[src/rtl/pipe_adder_pkg.sv]
// rtl/pipe_adder_pkg.sv - shared mode encoding and sizing helpers for the pipelined adder
package adder_pkg;

   typedef enum logic {
      MODE_ADD = 1'b0,
      MODE_SUB = 1'b1
   } mode_e;

   // Pipeline depth: one stage per CHUNK-bit slice
   function automatic int stages(input int width, input int chunk);
      return (chunk > 0) ? (width / chunk) : 1;
   endfunction

   // Legal slicing: chunk in 1..width and width an exact multiple of chunk
   function automatic bit chunking_ok(input int width, input int chunk);
      return (chunk >= 1) && (chunk <= width) && ((width % chunk) == 0);
   endfunction

endpackage

[src/rtl/pipe_adder_if.sv]
// rtl/pipe_adder_if.sv - operation/result bundle for the pipelined adder
interface pipe_adder_if #(
   parameter int WIDTH = 16
);
   logic             in_valid;
   logic             sub;
   logic [WIDTH-1:0] a;
   logic [WIDTH-1:0] b;
   logic             cin;
   logic             out_valid;
   logic [WIDTH-1:0] c;
   logic             cout;
   logic             ovf;

   modport master (
      output in_valid, sub, a, b, cin,
      input  out_valid, c, cout, ovf
   );

   modport slave (
      input  in_valid, sub, a, b, cin,
      output out_valid, c, cout, ovf
   );
endinterface

[src/rtl/pipe_adder_stage.sv]
// rtl/pipe_adder_stage.sv - one CHUNK-bit slice of the pipelined adder
module adder_stage #(
   parameter int CHUNK = 4
) (
   input  logic             clk,
   input  logic             rst_n,
   input  logic             valid_i,
   input  logic [CHUNK-1:0] a_i,
   input  logic [CHUNK-1:0] b_i,
   input  logic             carry_i,
   output logic             valid_o,
   output logic [CHUNK-1:0] sum_o,
   output logic             carry_o
);
   logic             valid_q;
   logic [CHUNK-1:0] sum_q;
   logic [CHUNK-1:0] sum_d;
   logic             carry_q;
   logic             carry_d;

   // Slice add; the carry out is registered and becomes the next stage's carry in
   always_comb begin
      {carry_d, sum_d} = {1'b0, a_i} + {1'b0, b_i} + {{CHUNK{1'b0}}, carry_i};
   end

   // Valid advances every cycle; data loads only under its valid so results hold across bubbles
   always_ff @(posedge clk) begin
      if (!rst_n) begin
         valid_q <= 1'b0;
         sum_q   <= '0;
         carry_q <= 1'b0;
      end else begin
         valid_q <= valid_i;
         if (valid_i) begin
            sum_q   <= sum_d;
            carry_q <= carry_d;
         end
      end
   end

   assign valid_o = valid_q;
   assign sum_o   = sum_q;
   assign carry_o = carry_q;
endmodule

[src/rtl/pipe_adder.sv]
// rtl/pipe_adder.sv - pipelined chunked add/subtract unit with skew/deskew registers
module pipe_adder
   import adder_pkg::*;
#(
   parameter int WIDTH = 16,
   parameter int CHUNK = 4
) (
   input logic         clk,
   input logic         rst_n,
   pipe_adder_if.slave bus
);
   localparam int STAGES = stages(WIDTH, CHUNK);

   if (!chunking_ok(WIDTH, CHUNK)) begin : g_bad_params
      $error("pipe_adder: WIDTH must be a multiple of CHUNK with 1 <= CHUNK <= WIDTH");
   end

   logic [WIDTH-1:0] bp_w;
   logic             cin_eff_w;
   logic [STAGES:0]  valid_w;
   logic [STAGES:0]  carry_w;
   logic [CHUNK-1:0] a_st_w   [STAGES];
   logic [CHUNK-1:0] bp_st_w  [STAGES];
   logic [CHUNK-1:0] sum_st_w [STAGES];
   logic [WIDTH-1:0] c_w;
   logic             a_msb_q;
   logic             bp_msb_q;

   // Subtract is an add of ~b with the carry-in inverted (borrow-in becomes !carry)
   always_comb begin
      bp_w      = (bus.sub == MODE_SUB) ? ~bus.b : bus.b;
      cin_eff_w = (bus.sub == MODE_SUB) ? ~bus.cin : bus.cin;
   end

   assign valid_w[0] = bus.in_valid;
   assign carry_w[0] = cin_eff_w;

   for (genvar k = 0; k < STAGES; k++) begin : g_stage
      localparam int DLY = STAGES - 1 - k;

      if (k == 0) begin : g_noskew
         assign a_st_w[k]  = bus.a[CHUNK-1:0];
         assign bp_st_w[k] = bp_w[CHUNK-1:0];
      end else begin : g_skew
         logic [CHUNK-1:0] a_q  [k];
         logic [CHUNK-1:0] bp_q [k];

         // Delay slice k by k cycles so it meets the carry registered by stage k-1
         always_ff @(posedge clk) begin
            if (!rst_n) begin
               for (int j = 0; j < k; j++) begin
                  a_q[j]  <= '0;
                  bp_q[j] <= '0;
               end
            end else begin
               if (valid_w[0]) begin
                  a_q[0]  <= bus.a[k*CHUNK +: CHUNK];
                  bp_q[0] <= bp_w[k*CHUNK +: CHUNK];
               end
               for (int j = 1; j < k; j++) begin
                  if (valid_w[j]) begin
                     a_q[j]  <= a_q[j-1];
                     bp_q[j] <= bp_q[j-1];
                  end
               end
            end
         end

         assign a_st_w[k]  = a_q[k-1];
         assign bp_st_w[k] = bp_q[k-1];
      end

      adder_stage #(
         .CHUNK(CHUNK)
      ) u_stage (
         .clk    (clk),
         .rst_n  (rst_n),
         .valid_i(valid_w[k]),
         .a_i    (a_st_w[k]),
         .b_i    (bp_st_w[k]),
         .carry_i(carry_w[k]),
         .valid_o(valid_w[k+1]),
         .sum_o  (sum_st_w[k]),
         .carry_o(carry_w[k+1])
      );

      if (DLY == 0) begin : g_nodeskew
         assign c_w[k*CHUNK +: CHUNK] = sum_st_w[k];
      end else begin : g_deskew
         logic [CHUNK-1:0] d_q [DLY];

         // Hold early result slices until the top slice finishes, gated by the travelling valid
         always_ff @(posedge clk) begin
            if (!rst_n) begin
               for (int j = 0; j < DLY; j++) begin
                  d_q[j] <= '0;
               end
            end else begin
               if (valid_w[k+1]) begin
                  d_q[0] <= sum_st_w[k];
               end
               for (int j = 1; j < DLY; j++) begin
                  if (valid_w[k+1+j]) begin
                     d_q[j] <= d_q[j-1];
                  end
               end
            end
         end

         assign c_w[k*CHUNK +: CHUNK] = d_q[DLY-1];
      end
   end

   // Sign bits of A and B' captured with the top slice so overflow lines up with the result
   always_ff @(posedge clk) begin
      if (!rst_n) begin
         a_msb_q  <= 1'b0;
         bp_msb_q <= 1'b0;
      end else if (valid_w[STAGES-1]) begin
         a_msb_q  <= a_st_w[STAGES-1][CHUNK-1];
         bp_msb_q <= bp_st_w[STAGES-1][CHUNK-1];
      end
   end

   assign bus.c         = c_w;
   assign bus.cout      = carry_w[STAGES];
   assign bus.out_valid = valid_w[STAGES];
   assign bus.ovf       = (a_msb_q == bp_msb_q) && (c_w[WIDTH-1] != a_msb_q);
endmodule

[src/flat_wrapper.sv]
// flat-port wrapper written by rule: the top's interface ports become plain ports
module pipe_adder_flat import adder_pkg::*;
#(
   parameter int WIDTH = 16,
   parameter int CHUNK = 4
)
  (clk, rst_n, bus_in_valid, bus_sub, bus_a, bus_b, bus_cin, bus_out_valid, bus_c, bus_cout, bus_ovf);
  pipe_adder_if #(.WIDTH(WIDTH)) bus_i ();
  input logic clk;
  input logic rst_n;
  input wire logic [$bits(bus_i.in_valid)-1:0] bus_in_valid;
  input wire logic [$bits(bus_i.sub)-1:0] bus_sub;
  input wire logic [$bits(bus_i.a)-1:0] bus_a;
  input wire logic [$bits(bus_i.b)-1:0] bus_b;
  input wire logic [$bits(bus_i.cin)-1:0] bus_cin;
  output wire logic [$bits(bus_i.out_valid)-1:0] bus_out_valid;
  output wire logic [$bits(bus_i.c)-1:0] bus_c;
  output wire logic [$bits(bus_i.cout)-1:0] bus_cout;
  output wire logic [$bits(bus_i.ovf)-1:0] bus_ovf;
  assign bus_i.in_valid = bus_in_valid;
  assign bus_i.sub = bus_sub;
  assign bus_i.a = bus_a;
  assign bus_i.b = bus_b;
  assign bus_i.cin = bus_cin;
  assign bus_out_valid = bus_i.out_valid;
  assign bus_c = bus_i.c;
  assign bus_cout = bus_i.cout;
  assign bus_ovf = bus_i.ovf;
  pipe_adder #(.WIDTH(WIDTH), .CHUNK(CHUNK)) u_core (.clk(clk), .rst_n(rst_n), .bus(bus_i));
endmodule
[config.mk]
export PLATFORM = sky130hd
export DESIGN_NAME = pipe_adder_flat
export DESIGN_NICKNAME = d
export VERILOG_FILES = /design/src/rtl/pipe_adder_pkg.sv /design/src/rtl/pipe_adder_if.sv /design/src/rtl/pipe_adder_stage.sv /design/src/rtl/pipe_adder.sv /design/src/flat_wrapper.sv
export SDC_FILE = /design/constraint.sdc
export NUM_CORES = 1
export LEC_CHECK = 0
export CAP_MARGIN = 20
export CORE_MARGIN = 10
export CORE_UTILIZATION = 45
export DETAILED_ROUTE_END_ITERATION = 10
export HOLD_SLACK_MARGIN = 0.03
export PLACE_DENSITY = 0.72
export SYNTH_ARGS = -nofsm -noshare
export SYNTH_HDL_FRONTEND = slang
export SYNTH_SLANG_ARGS = --single-unit
[constraint.sdc]
create_clock -name clk -period 2.5 [get_ports clk]
set_input_delay 0.5 -clock clk [delete_from_list [all_inputs] [get_ports clk]]
set_output_delay 0.5 -clock clk [all_outputs]
set_load 0.01 [all_outputs]
=== Word level (Yosys, flattened, before mapping) ===
Memories as Yosys holds them, arrays and structs flattened.
Index checks and enable logic that the tools add are counted.

* Register bits: 26
* Bits in writable memories: 72
* Input bits: 37
* Output and inout port bits: 19
* Word-level logic and storage cells: 90
* Memories: 9

{| class="wikitable"
|+ Memory list
! memory !! words !! bits a word !! read ports !! clocked after memory_dff !! wr ports !! line !! RTL
|-
| u_core.g_stage[0].g_deskew.d_q || 3 || 4 || 3 || 0 || 3 || pipe_adder.sv:90 || <nowiki>logic [CHUNK-1:0] d_q [DLY];</nowiki>
|-
| u_core.g_stage[3].g_skew.a_q || 3 || 4 || 3 || 0 || 3 || pipe_adder.sv:45 || <nowiki>logic [CHUNK-1:0] a_q [k];</nowiki>
|-
| u_core.g_stage[3].g_skew.bp_q || 3 || 4 || 3 || 0 || 3 || pipe_adder.sv:46 || <nowiki>logic [CHUNK-1:0] bp_q [k];</nowiki>
|-
| u_core.g_stage[1].g_deskew.d_q || 2 || 4 || 2 || 0 || 2 || pipe_adder.sv:90 ||
|-
| u_core.g_stage[2].g_skew.a_q || 2 || 4 || 2 || 0 || 2 || pipe_adder.sv:45 ||
|-
| u_core.g_stage[2].g_skew.bp_q || 2 || 4 || 2 || 0 || 2 || pipe_adder.sv:46 ||
|-
| 3 more memories || - || - || - || - || - || - ||
|}

* Add/sub/neg operators: 8
* Eq/ne operators: 2
* Muxes and demuxes: 36
* Bitwise logic cells: 17
* Reduce and logical (&&, ||, !) cells: 4

{| class="wikitable"
|+ Operators with widths
! kind !! number
|-
| 4-bit 2-to-1 mux || 18
|-
| 4-bit by 4-bit adder with 5-bit output || 4
|-
| 5-bit by 1-bit adder with 5-bit output || 4
|-
| 1-bit 2-to-1 mux || 17
|-
| 16-bit 2-to-1 mux || 1
|-
| 16-bit inverter || 1
|-
| 1-bit bitwise OR || 15
|-
| 4-bit OR reduction || 3
|-
| 1-bit == test || 1
|-
| 1-bit logical AND || 1
|-
| 1-bit != test || 1
|-
| 1-bit inverter || 1
|}

=== Depth between registers and ports, before layout ===
* Depth after elaboration: 5
* Depth in mapped cells: 8
* Gate-level depth less buffers: 6

=== By module ===
Synthesis repeated with hierarchy kept, for this count alone.

* Cell total of the unflattened synthesis: 346
* Area total of the unflattened synthesis: 4,478.0 um^2

{| class="wikitable"
|+ By module, submodules not included
! module !! instances !! cells each !! area each (um^2)
|-
| pipe_adder || 1 || 207 || 3,083.0
|-
| adder_stage (u_core.g_stage[0].u_stage ...) || 3 || 36 || 352.8
|-
| adder_stage (u_core.g_stage[3].u_stage) || 1 || 31 || 336.6
|}

=== Worst setup path before layout ===
No wires, ideal clock.

* Kind: in2reg
* From: input port bus_sub
* To: register u_core.g_stage[0].u_stage.sum_q[2]
* Library setup time: 0.116 ns
* Arrival time: 2.162 ns
* Required time: 2.384 ns
* Path slack: 0.222 ns
* Stages: 8
* Buffers on the path: 2
* Cell sequence: buf_2 buf_4 xnor2_1 fa_1 fa_1 xnor2_1 mux2i_1 nor2b_1

* Longest elaborated chain between the ends: 3
* Elaborated cells between the ends (all ways): 4
* Those cells by class: add/sub (2); mux (2)

{| class="wikitable"
|+ RTL lines
! item !! line !! RTL
|-
| start, declared || flat_wrapper.sv:12 || <nowiki>input wire logic [$bits(bus_i.sub)-1:0] bus_sub;</nowiki>
|-
| 16-bit 2-to-1 mux || pipe_adder.sv:31 || <nowiki>bp_w = (bus.sub == MODE_SUB) ? ~bus.b : bus.b;</nowiki>
|-
| 4-bit by 4-bit adder with 5-bit output || pipe_adder_stage.sv:23 || <nowiki>{carry_d, sum_d} = {1'b0, a_i} + {1'b0, b_i} + {{CHUNK{1'b0}}, carry_i};</nowiki>
|-
| 5-bit by 1-bit adder with 5-bit output * || pipe_adder_stage.sv:23 ||
|-
| end signal, assigned || pipe_adder_stage.sv:35 || <nowiki>sum_q <= sum_d;</nowiki>
|-
| end, declared || pipe_adder_stage.sv:16 || <nowiki>logic [CHUNK-1:0] sum_q;</nowiki>
|}

Every way passes the cells marked *; elsewhere a longest branch is shown, timed or not.
A chain may end at the register's enable or synchronous reset.

=== Worst setup path in the final report ===
* From: input port bus_sub
* To: register u_core.g_stage[0].u_stage.carry_q

* Longest elaborated chain between the ends: 3
* Elaborated cells between the ends (all ways): 4
* Those cells by class: add/sub (2); mux (2)

{| class="wikitable"
|+ RTL lines
! item !! line !! RTL
|-
| 16-bit 2-to-1 mux || pipe_adder.sv:31 ||
|-
| 4-bit by 4-bit adder with 5-bit output || pipe_adder_stage.sv:23 ||
|-
| 5-bit by 1-bit adder with 5-bit output * || pipe_adder_stage.sv:23 ||
|-
| end signal, assigned || pipe_adder_stage.sv:36 || <nowiki>carry_q <= carry_d;</nowiki>
|-
| end, declared || pipe_adder_stage.sv:18 || <nowiki>logic carry_q;</nowiki>
|}

Marked as above.

==> impl_results.md <==
* CTS resizes at 0
* Core Box Area at 9730 um2
* Post-synth top cells: edfxtp_1, and2_1, dfxtp_1, inv_1, xnor2_1
* DR WL/cell at 12.2 um
* CP endpoint kind: flop
* Clock Sinks at 98
* Post-CTS setup buffer count at 0
* Filler cell count at 882
* Synthesized area at 4490 um2
* FF-to-FF path depth at 6
* Mux share of post-synthesis cell area at 1.56%
* Post-synth top area share at 48.1%
* DR vias at 2478
* Fin util at 54.7%
* HPWL Detailed at 5.15 mm
* Top-level I/O count at 56
* Maximum Capacitance Violations at 0
* Layout cells sized above 1 at 6.33%
* CP Data Required Time at 2.78 ns
* Switching share of power at 21.8%
* Internal Power at 2.63 mW
* Routed wl met3 at 319 um
* Die outline height at 120 um
* Slowest CP cell: clkdlybuf4s50_1
* Global-route usage over all layers at 9.57%
* Syn Area/Cell at 12.5 um2
* CP max stage delay at 0.57 ns
* Startpoint types: primary input
* Highest routed layer: met4
* Worst-Margin Slew at 0.670 ns
* Leakage at 2.09 nW
* Minimum clock period at 2.15 ns
* Final Non-Filler Cells at 544
* Clk_lat worst skew at 0.34 ns
* Main area contributors after synthesis: edfxtp_1, dfxtp_1, and2_1
* Register clock-pin slew on the reported worst setup and hold paths at 0.09 ns
* Starting Density at 46.2%
* Worst r2r src: u_core.g_stage[2].u_stage.carry_o
* Final setup violation count at 0
* Post-synth top area cell: edfxtp_1
* Fmax achieved at 464 MHz
* Fin crit share at 86.1%
* Drc violations at 0
* DIE AREA at 14400 um2
* Largest family of logic cells by synthesized area: simple AND/OR/NAND/NOR gates
* ANT cells at 0
* Placed Instances at 528
* First-pass GRT wire length at 11.6 mm
* Num CTS Buffers at 9
* Iteration-0 DRC Markers at 98
* Max VDD drop at 0.251 mV
* Flop and latch count out of synthesis at 98
* Slew margin rel. at 55.3%
* RSZ-0062 raised after global routing: false
* Sequential power share at 56.5%
* Hold Buf Count CTS at 0
* Total gr overflow at 0
* H-tree depth at 3
* Clock power frac at 31.8%
* Top_reg_cell synth: edfxtp_1
* Die width at 120 um
* Area share of fa/ha/maj cells after synthesis at 6.91%
* Pwr Total at 3.37 mW
* EDFF count, synth at 72
* CP Data Arrival Time at 2.43 ns
* Simple-gate area share of the yosys netlist at 16.7%
* Beginning of the critical path: bus_sub
* DRT Pass-1 Iters at 4
* Final Hold Fails at 0
* Root Driver: clkbuf_8
* Clock Skews at 0.00539 ns
* WL met1 at 3.20 mm
* Worst-case clock buffer depth at 2
* Critical path class: in2reg
* Outcome: complete, no violations
* Most used cell, CP: fa_1
* Yosys warning count at 0
* Vias per cell at 4.56
* Register area share after synthesis at 59.7%
* Ys async rst share at 0%
* Core Rows at 36
* Pin count of the biggest net entering global routing at 35
* WL final at 6.62 mm
* Hold WC Path Type: reg2reg
* Distinct cells, synth at 30
* Final GP Congestion at 0.745
* Syn nets at 417
* Worst r2r dst: u_core.g_stage[3].u_stage.sum_o[2]
* Post-synthesis xor/xnor area fraction at 4.09%
* Psw at 0.735 mW
* Vias in the first global route at 2616
* Final-stage net count at 463
* Synth Instances at 360
* Compound-Gate Fraction of Synth Area at 5.68%
* Crit-path cells: clkdlybuf4s50_1, xnor2_1, fa_1, fa_1, nor2b_1, o21ai_0, a31oi_1
* Power Dens Cells at 633 nW/um2
* Met2 WL at 3.03 mm
* Layout area overhead at 18.4%
* Reg2reg setup slack at 0.79 ns
* Slew Viols, Final at 0
* Post-route antenna net violation count at 0
* Most common cell in the netlist: edfxtp_1
* Initial antenna violation count at 0
* Crit path to: u_core.g_stage[0].u_stage.carry_o
* Port Buffer Count at 55
* Hold_sp: u_core.g_stage[2].u_stage.sum_o[1]
* CTS tree: built
* Gate power share at 11.7%
* Worst-path maximum fanout at 3
* Hold slack at 0.489 ns
[metal layers]
layer / track usage (%) / vias to the layer above
li1: - / 1310
met1: 12.1 / 1105
met2: 15.2 / 59
met3: 2.67 / 4
met4: 3.85 / 0
met5: 0 / -
[power groups by stage]
stage                     clock network [mW]  logic [mW]  registers, mW
after floorplan                            0       0.272           1.93
final                                   1.07       0.393           1.90
after global placement                     0       0.387           1.94
after detailed placement                   0       0.399           1.94
after global routing                    1.17       0.451           1.92
after CTS                               1.10       0.401           1.91
[worst max-delay path, delay by kind of cell]
| family | cells | cell delay [ns] |
|---|---|---|
| fa+ha+maj | 2 | 0.86 |
| simple gates | 1 | 0.13 |
| xor+xnor | 1 | 0.13 |
| buf+inv | 1 | 0.57 |
| compound gates | 2 | 0.24 |
[per-stage QoR]
| step | cell area [um2] | setup WS [ns] | TNS [ns] |
|---|---|---|---|
| floorplan | 4490 | 0.222 | 0 |
| global placement | 5100 | -0.0163 | -0.0209 |
| detailed placement | 5100 | -0.0478 | -0.0956 |
| CTS | 5320 | 0.319 | 0 |
| global route | 5320 | 0.230 | 0 |
| finish | 5320 | 0.346 | 0 |
[state kept, by name, indices dropped and copies added (netlist names)]
signal	count
u_core.a_msb_q	1
u_core.bp_msb_q	1
u_core.g_stage.g_deskew.d_q	24
u_core.g_stage.g_skew.a_q	24
u_core.g_stage.g_skew.bp_q	24
u_core.g_stage.u_stage.carry_o	4
u_core.g_stage.u_stage.sum_o	16
u_core.g_stage.u_stage.valid_o	4
[cell type report]
cell class	count	area (um2)	share of cell area [%]
clock buffers	9	124	2.33
clock inverters	7	92.6	1.74
inverters	21	78.8	1.48
multi-input cells	213	1570	29.5
flip-flops and latches	98	2680	50.4
well taps	133	166	3.13
repair buffers	63	606	11.4
[cell usage in the layout (no fill, tap or decap), types with 3 or more instances in the layout]
master	n
nand3_1	7
nand2b_1	10
a31oi_1	4
buf_4	8
and2_1	55
o21a_1	3
ha_1	12
a21o_1	3
nor2b_1	11
edfxtp_1	72
dfxtp_1	26
xnor2_1	18
nand2_1	11
clkinv_2	3
and3_1	12
o21ai_0	10
a21oi_1	4
clkbuf_8	9
nor2_1	13
inv_1	21
mux2i_1	7
o211a_1	7
fa_1	8
clkdlybuf4s50_1	54
nand3b_1	10
xor2_1	3
[cells by family (layout without fill, tap and decap cells)]
logic type / Yosys count / after routing
AND/OR/NAND/NOR: 129 / 129
flip-flops: 98 / 98
buffers and inverters: 49 / 100
AO/OA/AOI/OAI: 36 / 36
XOR/XNOR: 21 / 21
adder cells (fa/ha/maj): 20 / 20
multiplexers: 7 / 7
[how the worst min path moves through the flow]
stage | to | slack, ns | depth (start not counted)
finish | u_core.g_stage[2].u_stage.sum_o[1] | 0.49 | 1
global route | u_core.g_stage[2].u_stage.sum_o[1] | 0.51 | 1
CTS | u_core.g_stage[0].u_stage.sum_o[1] | 0.49 | 1
detailed placement | u_core.g_stage[0].u_stage.sum_o[1] | 0.47 | 1
global placement | u_core.g_stage[0].u_stage.sum_o[0] | 0.46 | 1
floorplan | u_core.g_stage[0].u_stage.sum_o[0] | 0.45 | 1
Power figures use the tool's default switching activity.
